`src/rtl/gray_fifo_pkg.sv`:
```
// Shared helpers for the async FIFO pointer logic: Gray/binary conversion and role encoding.
package gray_fifo_pkg;

  // Helpers operate on a fixed maximum width; callers zero-extend in and truncate out.
  localparam int unsigned GW = 32;

  localparam bit ROLE_WR = 1'b1;
  localparam bit ROLE_RD = 1'b0;

  function automatic logic [GW-1:0] bin_to_gray(input logic [GW-1:0] b);
    return b ^ (b >> 1);
  endfunction

  // Prefix XOR from the MSB down; zero upper bits leave narrower values intact.
  function automatic logic [GW-1:0] gray_to_bin(input logic [GW-1:0] g);
    logic [GW-1:0] b;
    b[GW-1] = g[GW-1];
    for (int i = GW - 2; i >= 0; i--) begin
      b[i] = b[i+1] ^ g[i];
    end
    return b;
  endfunction

endpackage

```
`src/rtl/gray_to_bin_stage.sv`:
```
// Gray-to-binary converter with an optional output register stage.
module gray_to_bin_stage
  import gray_fifo_pkg::*;
#(
  parameter int unsigned W   = 5,
  parameter bit          REG = 1'b1
) (
  input  logic         clk,
  input  logic         rst_n,
  input  logic [W-1:0] gray,
  output logic [W-1:0] bin
);

  logic [W-1:0] conv;

  assign conv = W'(gray_to_bin(GW'(gray)));

  generate
    if (REG) begin : g_reg
      always_ff @(posedge clk or negedge rst_n) begin
        if (!rst_n) begin
          bin <= '0;
        end else begin
          bin <= conv;
        end
      end
    end else begin : g_comb
      assign bin = conv;
    end
  endgenerate

endmodule

```
`src/rtl/gray_ptr_ctrl.sv`:
```
// One side of an async FIFO: local binary/Gray pointer, remote pointer conversion,
// registered occupancy, full/empty and almost flags, and a sticky misuse error.
module gray_ptr_ctrl
  import gray_fifo_pkg::*;
#(
  parameter int unsigned ADDR_W    = 4,
  parameter bit          IS_WR     = ROLE_WR,
  parameter bit          CONV_PIPE = 1'b1,
  parameter int unsigned ALMOST_TH = 2
) (
  input  logic              clk,
  input  logic              rst_n,
  input  logic              inc,
  input  logic [ADDR_W:0]   remote_gray,
  input  logic              err_clr,
  output logic              accept,
  output logic [ADDR_W:0]   ptr_bin,
  output logic [ADDR_W:0]   ptr_gray,
  output logic [ADDR_W-1:0] addr,
  output logic [ADDR_W:0]   level,
  output logic              flag,
  output logic              almost,
  output logic              err
);

  localparam int unsigned PW    = ADDR_W + 1;
  localparam int unsigned DEPTH = 1 << ADDR_W;

  logic [PW-1:0] rbin;
  logic [PW-1:0] bin_next;
  logic [PW-1:0] gray_next;
  logic [PW-1:0] diff;
  logic [PW-1:0] level_next;
  logic          corrupt;
  logic          flag_next;
  logic          almost_next;
  logic          err_next;

  gray_to_bin_stage #(
    .W   (PW),
    .REG (CONV_PIPE)
  ) u_rconv (
    .clk   (clk),
    .rst_n (rst_n),
    .gray  (remote_gray),
    .bin   (rbin)
  );

  assign addr = ptr_bin[ADDR_W-1:0];

  // Next pointer, occupancy and flags; a local op and a remote move combine without priority.
  always_comb begin
    accept      = inc & ~flag;
    bin_next    = ptr_bin + PW'(accept);
    gray_next   = PW'(bin_to_gray(GW'(bin_next)));
    diff        = (IS_WR == ROLE_WR) ? (bin_next - rbin) : (rbin - bin_next);
    corrupt     = diff > PW'(DEPTH);
    level_next  = diff;
    if (corrupt) begin
      level_next = (IS_WR == ROLE_WR) ? PW'(DEPTH) : '0;
    end
    if (IS_WR == ROLE_WR) begin
      flag_next   = (level_next == PW'(DEPTH));
      almost_next = (level_next >= PW'(DEPTH - ALMOST_TH));
    end else begin
      flag_next   = (level_next == '0);
      almost_next = (level_next <= PW'(ALMOST_TH));
    end
    // A fresh error outranks a simultaneous clear.
    err_next = (inc & flag) | corrupt | (err & ~err_clr);
  end

  always_ff @(posedge clk or negedge rst_n) begin
    if (!rst_n) begin
      ptr_bin  <= '0;
      ptr_gray <= '0;
      level    <= '0;
      flag     <= (IS_WR == ROLE_RD);
      almost   <= (IS_WR == ROLE_RD);
      err      <= 1'b0;
    end else begin
      ptr_bin  <= bin_next;
      ptr_gray <= gray_next;
      level    <= level_next;
      flag     <= flag_next;
      almost   <= almost_next;
      err      <= err_next;
    end
  end

endmodule
```
`config.mk`:
```
export PLATFORM = sky130hd
export DESIGN_NAME = gray_ptr_ctrl
export DESIGN_NICKNAME = d
export VERILOG_FILES = /design/src/rtl/gray_fifo_pkg.sv /design/src/rtl/gray_to_bin_stage.sv /design/src/rtl/gray_ptr_ctrl.sv
export SDC_FILE = /design/constraint.sdc
export NUM_CORES = 1
export LEC_CHECK = 0
export CORE_MARGIN = 2
export CORE_UTILIZATION = 50
export CTS_CLUSTER_DIAMETER = 40
export DETAILED_ROUTE_END_ITERATION = 8
export DONT_BUFFER_PORTS = 1
export PLACE_DENSITY = 0.66
export REMOVE_ABC_BUFFERS = 1
export SLEW_MARGIN = 20
export SYNTH_ARGS = -nofsm -noshare
export SYNTH_HDL_FRONTEND = slang
export SYNTH_SLANG_ARGS = --single-unit
export TNS_END_PERCENT = 50
```
`constraint.sdc`:
```
create_clock -name clk -period 2.5 [get_ports clk]
set_input_delay 0.25 -clock clk [delete_from_list [all_inputs] [get_ports clk]]
set_output_delay 0.25 -clock clk [all_outputs]
set_load 0.02 [all_outputs]
```
== Word-level counts from Yosys, hierarchy flattened ==
Cells that the tools add are included.

* Muxes and demuxes: 1
* Magnitude comparators: 2
* $add $sub $neg: 2
* Equal/unequal tests: 1
* Bitwise logic cells: 12

{| class="wikitable"
|+ Operators by type and width
! cell !! number
|-
| adder 5 x 1 -> 5 bit || 1
|-
| equality test 5 bit (second input constant) || 1
|-
| greater-or-equal comparator 5 x 4 -> 1 bit (second input constant) || 1
|-
| greater-than comparator 5 bit (second input constant) || 1
|-
| 2-to-1 mux 5 bit || 1
|-
| subtractor 5 bit || 1
|-
| XOR 5 x 4 -> 5 bit || 1
|-
| XOR 1 bit || 4
|-
| bitwise AND 1 bit || 3
|-
| NOT 1 bit || 2
|-
| bitwise OR 1 bit || 2
|}

* Register bits: 23
* Input bits: 9
* Output and inout port bits: 23

== Depth between registers and ports, before layout ==
* Depth after elaboration: 7
* Depth in mapped cells: 11

== By module ==
From an unflattened synthesis, not the netlist that was laid out.

* Cell total of the unflattened synthesis: 78
* Area, all modules: 1024.7 um^2

{| class="wikitable"
|+ By module, submodules not included
! module !! cells each !! area each (um^2) !! sequential area each (um^2) !! instances
|-
| gray_ptr_ctrl || 68 || 834.6 || 425.4 || 1
|-
| gray_to_bin_stage || 10 || 190.2 || 125.1 || 1
|}

== Worst setup path before layout ==
Ideal clock, no wire load.

* Path type: reg-to-reg
* Start point: reg flag
* End point: reg err
* Buffers on the path: 0
* Stages on the path, launching flop included: 10
* Setup time: 0.134 ns
* Setup slack: -0.233 ns
* Arrival time: 2.599 ns
* Cells stage by stage: dfrtp_1 nor2b_1 ha_1 ha_1 xor2_1 ha_1 and3b_1 or3_1 a21oi_1 o21ai_0

* Word-level cells in the longest chain between the ends: 7

{| class="wikitable"
|+ RTL lines
! what !! line !! source
|-
| start, declared || gray_ptr_ctrl.sv:21 || <nowiki>output logic flag,</nowiki>
|-
| start signal, assigned || gray_ptr_ctrl.sv:78 || <nowiki>flag <= (IS_WR == ROLE_RD);</nowiki>
|-
| start signal, assigned || gray_ptr_ctrl.sv:85 || <nowiki>flag <= flag_next;</nowiki>
|-
| NOT 1 bit || gray_ptr_ctrl.sv:53 || <nowiki>accept = inc & ~flag;</nowiki>
|-
| bitwise AND 1 bit || gray_ptr_ctrl.sv:53 ||
|-
| via accept || gray_ptr_ctrl.sv:16 || <nowiki>output logic accept,</nowiki>
|-
| adder 5 x 1 -> 5 bit || gray_ptr_ctrl.sv:54 || <nowiki>bin_next = ptr_bin + PW'(accept);</nowiki>
|-
| via bin_next[2] || gray_ptr_ctrl.sv:30 || <nowiki>logic [PW-1:0] bin_next;</nowiki>
|-
| subtractor 5 bit || gray_ptr_ctrl.sv:56 || <nowiki>diff = (IS_WR == ROLE_WR) ? (bin_next - rbin) : (rbin - bin_next);</nowiki>
|-
| greater-than comparator 5 bit || gray_ptr_ctrl.sv:57 || <nowiki>corrupt = diff > PW'(DEPTH);</nowiki>
|-
| bitwise OR 1 bit (2 in a row) || gray_ptr_ctrl.sv:70 || <nowiki>err_next = (inc & flag) | corrupt | (err & ~err_clr);</nowiki>
|-
| via err_next || gray_ptr_ctrl.sv:37 || <nowiki>logic err_next;</nowiki>
|-
| end signal, assigned || gray_ptr_ctrl.sv:87 || <nowiki>err <= err_next;</nowiki>
|-
| end, declared || gray_ptr_ctrl.sv:23 || <nowiki>output logic err</nowiki>
|}

The timed path passes the listed nets, and every way through them passes these cells.

== Final worst setup path ==
* Start point: reg flag
* End point: reg err

* Word-level cells in the longest chain between the ends: 7

{| class="wikitable"
|+ RTL lines
! what !! line
|-
| NOT 1 bit || gray_ptr_ctrl.sv:53
|-
| bitwise AND 1 bit || gray_ptr_ctrl.sv:53
|-
| adder 5 x 1 -> 5 bit || gray_ptr_ctrl.sv:54
|-
| via bin_next[2] || gray_ptr_ctrl.sv:30
|-
| subtractor 5 bit || gray_ptr_ctrl.sv:56
|-
| greater-than comparator 5 bit || gray_ptr_ctrl.sv:57
|-
| bitwise OR 1 bit (2 in a row) || gray_ptr_ctrl.sv:70
|-
| via err_next || gray_ptr_ctrl.sv:37
|}

The timed path passes the listed nets, and every way through them passes these cells.

==> run summary <==
The placed wire-length estimate is 1026 um. The placeable core area is 0.001783 sq mm. In this run, synthesis produced a sequential element count of 22. The wire length of the first global-routing pass is around 2200 um. The kind of path behind the tightest hold check is in2reg.

The die is between 40 and 50 um wide. The H-tree level count came out at 1. The total standard cell area after synthesis is roughly 970 sq um.

The pin count of the biggest net entering global routing is 23. The Yosys warning count is 0. The number of max-cap violations came out at 0.

The number of hold violations in the final report came out at 0. The via count of the first global-routing pass is 497. The total congestion overflow after global routing is 0. The I/O pin count came out at 32. After clock tree synthesis, the clock-pin slew on the worst setup and hold paths is ~100 ps. In this run the critical register-to-register path is launched from flag. The die area is between 0.002 and 0.0025 sq mm. The slowest stage of the critical path belongs to the cell dfrtp_1. The net total in the final layout came out at roughly 110. The average cell area after synthesis came out at 12.58 sq um. Following the worst setup path forward leads to its endpoint at err. The pin slew with the least headroom to its limit came out at just over 900 ps. The cell type contributing the most total cell area after synthesis is dfrtp_1. The count of standard-cell rows came out at 15. The initial DRC count came out at 5. The startpoint identified for the worst hold timing path is remote_gray[0]. The library cells used most frequently in the layout, excluding fill and tap cells, are dfrtp_1, buf_4, inv_1, xor2_1, ha_1. The final number of max-transition violations was 0.

The number of cells on the worst reg-to-reg path is 9. The number of sinks driven by the clock tree came out at 22. The critical path data required time came out at 2680 ps.

The die is 48.01 um tall. TritonCTS built the clock tree. The filler cell count is around 140. The minimum clock period is 2404 ps. The category of the worst setup path capture point is a register. The highest clock frequency the design can meet came out at 415.9 MHz.

The global-route met1 utilization is 15.75%. The top-area cell type share of the netlist area is between 50% and 60%. Walking the worst path, the cells encountered are nor2b_4, ha_4, ha_1, xor2_1, ha_1, and3b_1, or3_1, a21oi_1, o21ai_0. The routed wirelength normalized by instance count came out at ~13 um. The overall routing resource usage is 15.19%.

The number of different library cells used by synthesis comes to 21. The worst path arrival time is roughly 2600 ps. The effective utilization at floorplan is a little over half. The area added between synthesis and finish came out at 14.21%.

The number of vias in the routed layout is 540. In this run the worst setup path begins at flag. The first-pass detailed-route iteration total came out at 4. The worst pin sits at a relative slew slack of 38.33%. The remaining number of nets flagged by the antenna check after routing is 0. The total clock buffers created by CTS came out at 3. The final period utilization is between 90% and 100%. The kind of start point of the critical path is a register. The largest single stage delay on the critical path is between 400 and 500 ps. The tightest hold path in the finished design has a slack of 27.54 ps. The endpoint identified for the worst register-to-register timing path is err. The top fanout value on the critical path is 4. The setup clock skew after layout came out at 6.950 ps. Counting along the longest clock path gives a buffer depth of 2.

Port buffering added 0 buffers. The total detailed-routing wirelength is around 1500 um. The clock insertion delay at the later pin of the skew report came out at approximately 300 ps. The final routed DRC violation total is 0. The most common cell type on the critical path is ha_1.

The flow ran to the end, and the final reports show no timing, DRC or antenna violations. By startpoint and endpoint, the worst setup path is classified as reg2reg. The tree is rooted in a clkbuf_4.

The repair_antennas step left the layout with diodes totalling 0. Cells with a size suffix above 1 make up about a fifth of the layout. Global routing consumed, on the met3 layer, under 10% of the routing resources. The routing layer with the top usage in global route is met2. The post-synthesis cell count came out at between 70 and 80.

Setup violations remaining at the end of the flow were counted as 0. At the end of routability-driven placement, the weighted congestion stood at around 0.72. The library cell used most frequently in the layout, excluding fill and tap cells, is dfrtp_1.

After synthesis, the cell types taking the most area are dfrtp_1, xor2_1, ha_1, buf_4, xnor2_1. The met2 usage in global routing is about a quarter. The sequential fraction of the synthesis area is 56.85%. The setup slack on the worst flop-to-flop path is 100 ps. The initial antenna violation count is 0. The number of vias per cell after detailed routing is 4.821.
==> synth_stat cells <==
cell type	instances
nand2b_1	1
and2_1	1
inv_1	9
a22oi_1	1
a21oi_1	2
a21o_1	2
nand3b_1	1
nand2_1	1
dfrtp_1	22
nand3_1	2
xor3_1	1
fa_1	1
o21ai_0	3
or3_1	1
and3b_1	1
buf_4	5
xnor2_1	4
nor2_1	3
nor2b_1	1
xor2_1	9
ha_1	6
==> state kept, by name, indices dropped and copies added, names as in the netlist <==
register     count
level            5
almost           1
err              1
flag             1
ptr_bin          5
u_rconv.bin      5
ptr_gray         4
==> worst max-delay path: cells and delay by family, from the launching register on <==
kind / cells / cell delay [ps]
and+or+nand+nor: 3 / 720
adders and majority gates: 3 / 660
DFF: 1 / 420
AOI/OAI and AO/OA: 2 / 260
xor gates and xnor gates: 1 / 230
==> what timing repair did <==
| item | in CTS | in global routing |
|---|---|---|
| pin swaps | 1 | 1 |
| buffers inserted | 1 | 1 |
| endpoints found under the setup margin | 3 | 8 |
| gates resized for setup | 0 | 5 |
| hold buffers | 2 | 0 |
| hold endpoints to repair | 23 | 0 |
==> logic make-up (layout without fill, tap and decap cells) <==
| kind of cell | after synthesis | in the layout | synth area share (%) |
|---|---|---|---|
| AO/OA/AOI/OAI | 8 | 8 | 4.909 |
| XOR/XNOR | 14 | 14 | 14.21 |
| adder cells (fa/ha/maj) | 7 | 7 | 9.819 |
| buffers and inverters | 14 | 24 | 7.365 |
| flip-flops | 22 | 22 | 56.85 |
| AND/OR/NAND/NOR | 12 | 12 | 6.849 |
==> layer usage <==
layer  vias to the layer above  routed length, um
li1                        261                  -
met1                       256                587
met2                        21                778
met3                         2                122
met4                         0                 16
met5                         -                  0
==> worst min path at each step <==
stage / end / slack [ps] / depth (start not counted)
final: u_rconv.bin[0] / 30 / 1
after global placement: err / -40 / 0
after global routing: u_rconv.bin[0] / 20 / 1
after detailed placement: ptr_bin[0] / -40 / 0
after floorplan: almost / -50 / 0
after CTS: u_rconv.bin[0] / 20 / 1
==> final cells by class <==
class,count,area (sq um),share of cell area (%)
clock buffer,3,22.52,2.036
inverter,9,33.78,3.054
multi-input combinational,41,372.9,33.71
sequential,22,550.5,49.77
tap,25,31.28,2.828
timing repair buffer,12,95.09,8.597
==> per-stage QoR <==
| step | worst slack [ps] | utilization [%] | instances | setup TNS (ps) | instance area [sq um] |
|---|---|---|---|---|---|
| floorplan | -233.4 | - | 72 | -1487 | 930.9 |
| global placement | 84.56 | 57.33 | 105 | 0 | 1022 |
| detailed placement | -22.26 | 57.33 | 105 | -32.28 | 1022 |
| CTS | 12.54 | 60.14 | 111 | 0 | 1072 |
| global route | -39.10 | 62.04 | 112 | -39.10 | 1106 |
| finish | 95.84 | 62.04 | 112 | 0 | 1106 |
Power is not shown: default switching activity piles up to over one toggle a cycle in this logic, so the estimate is an artifact.
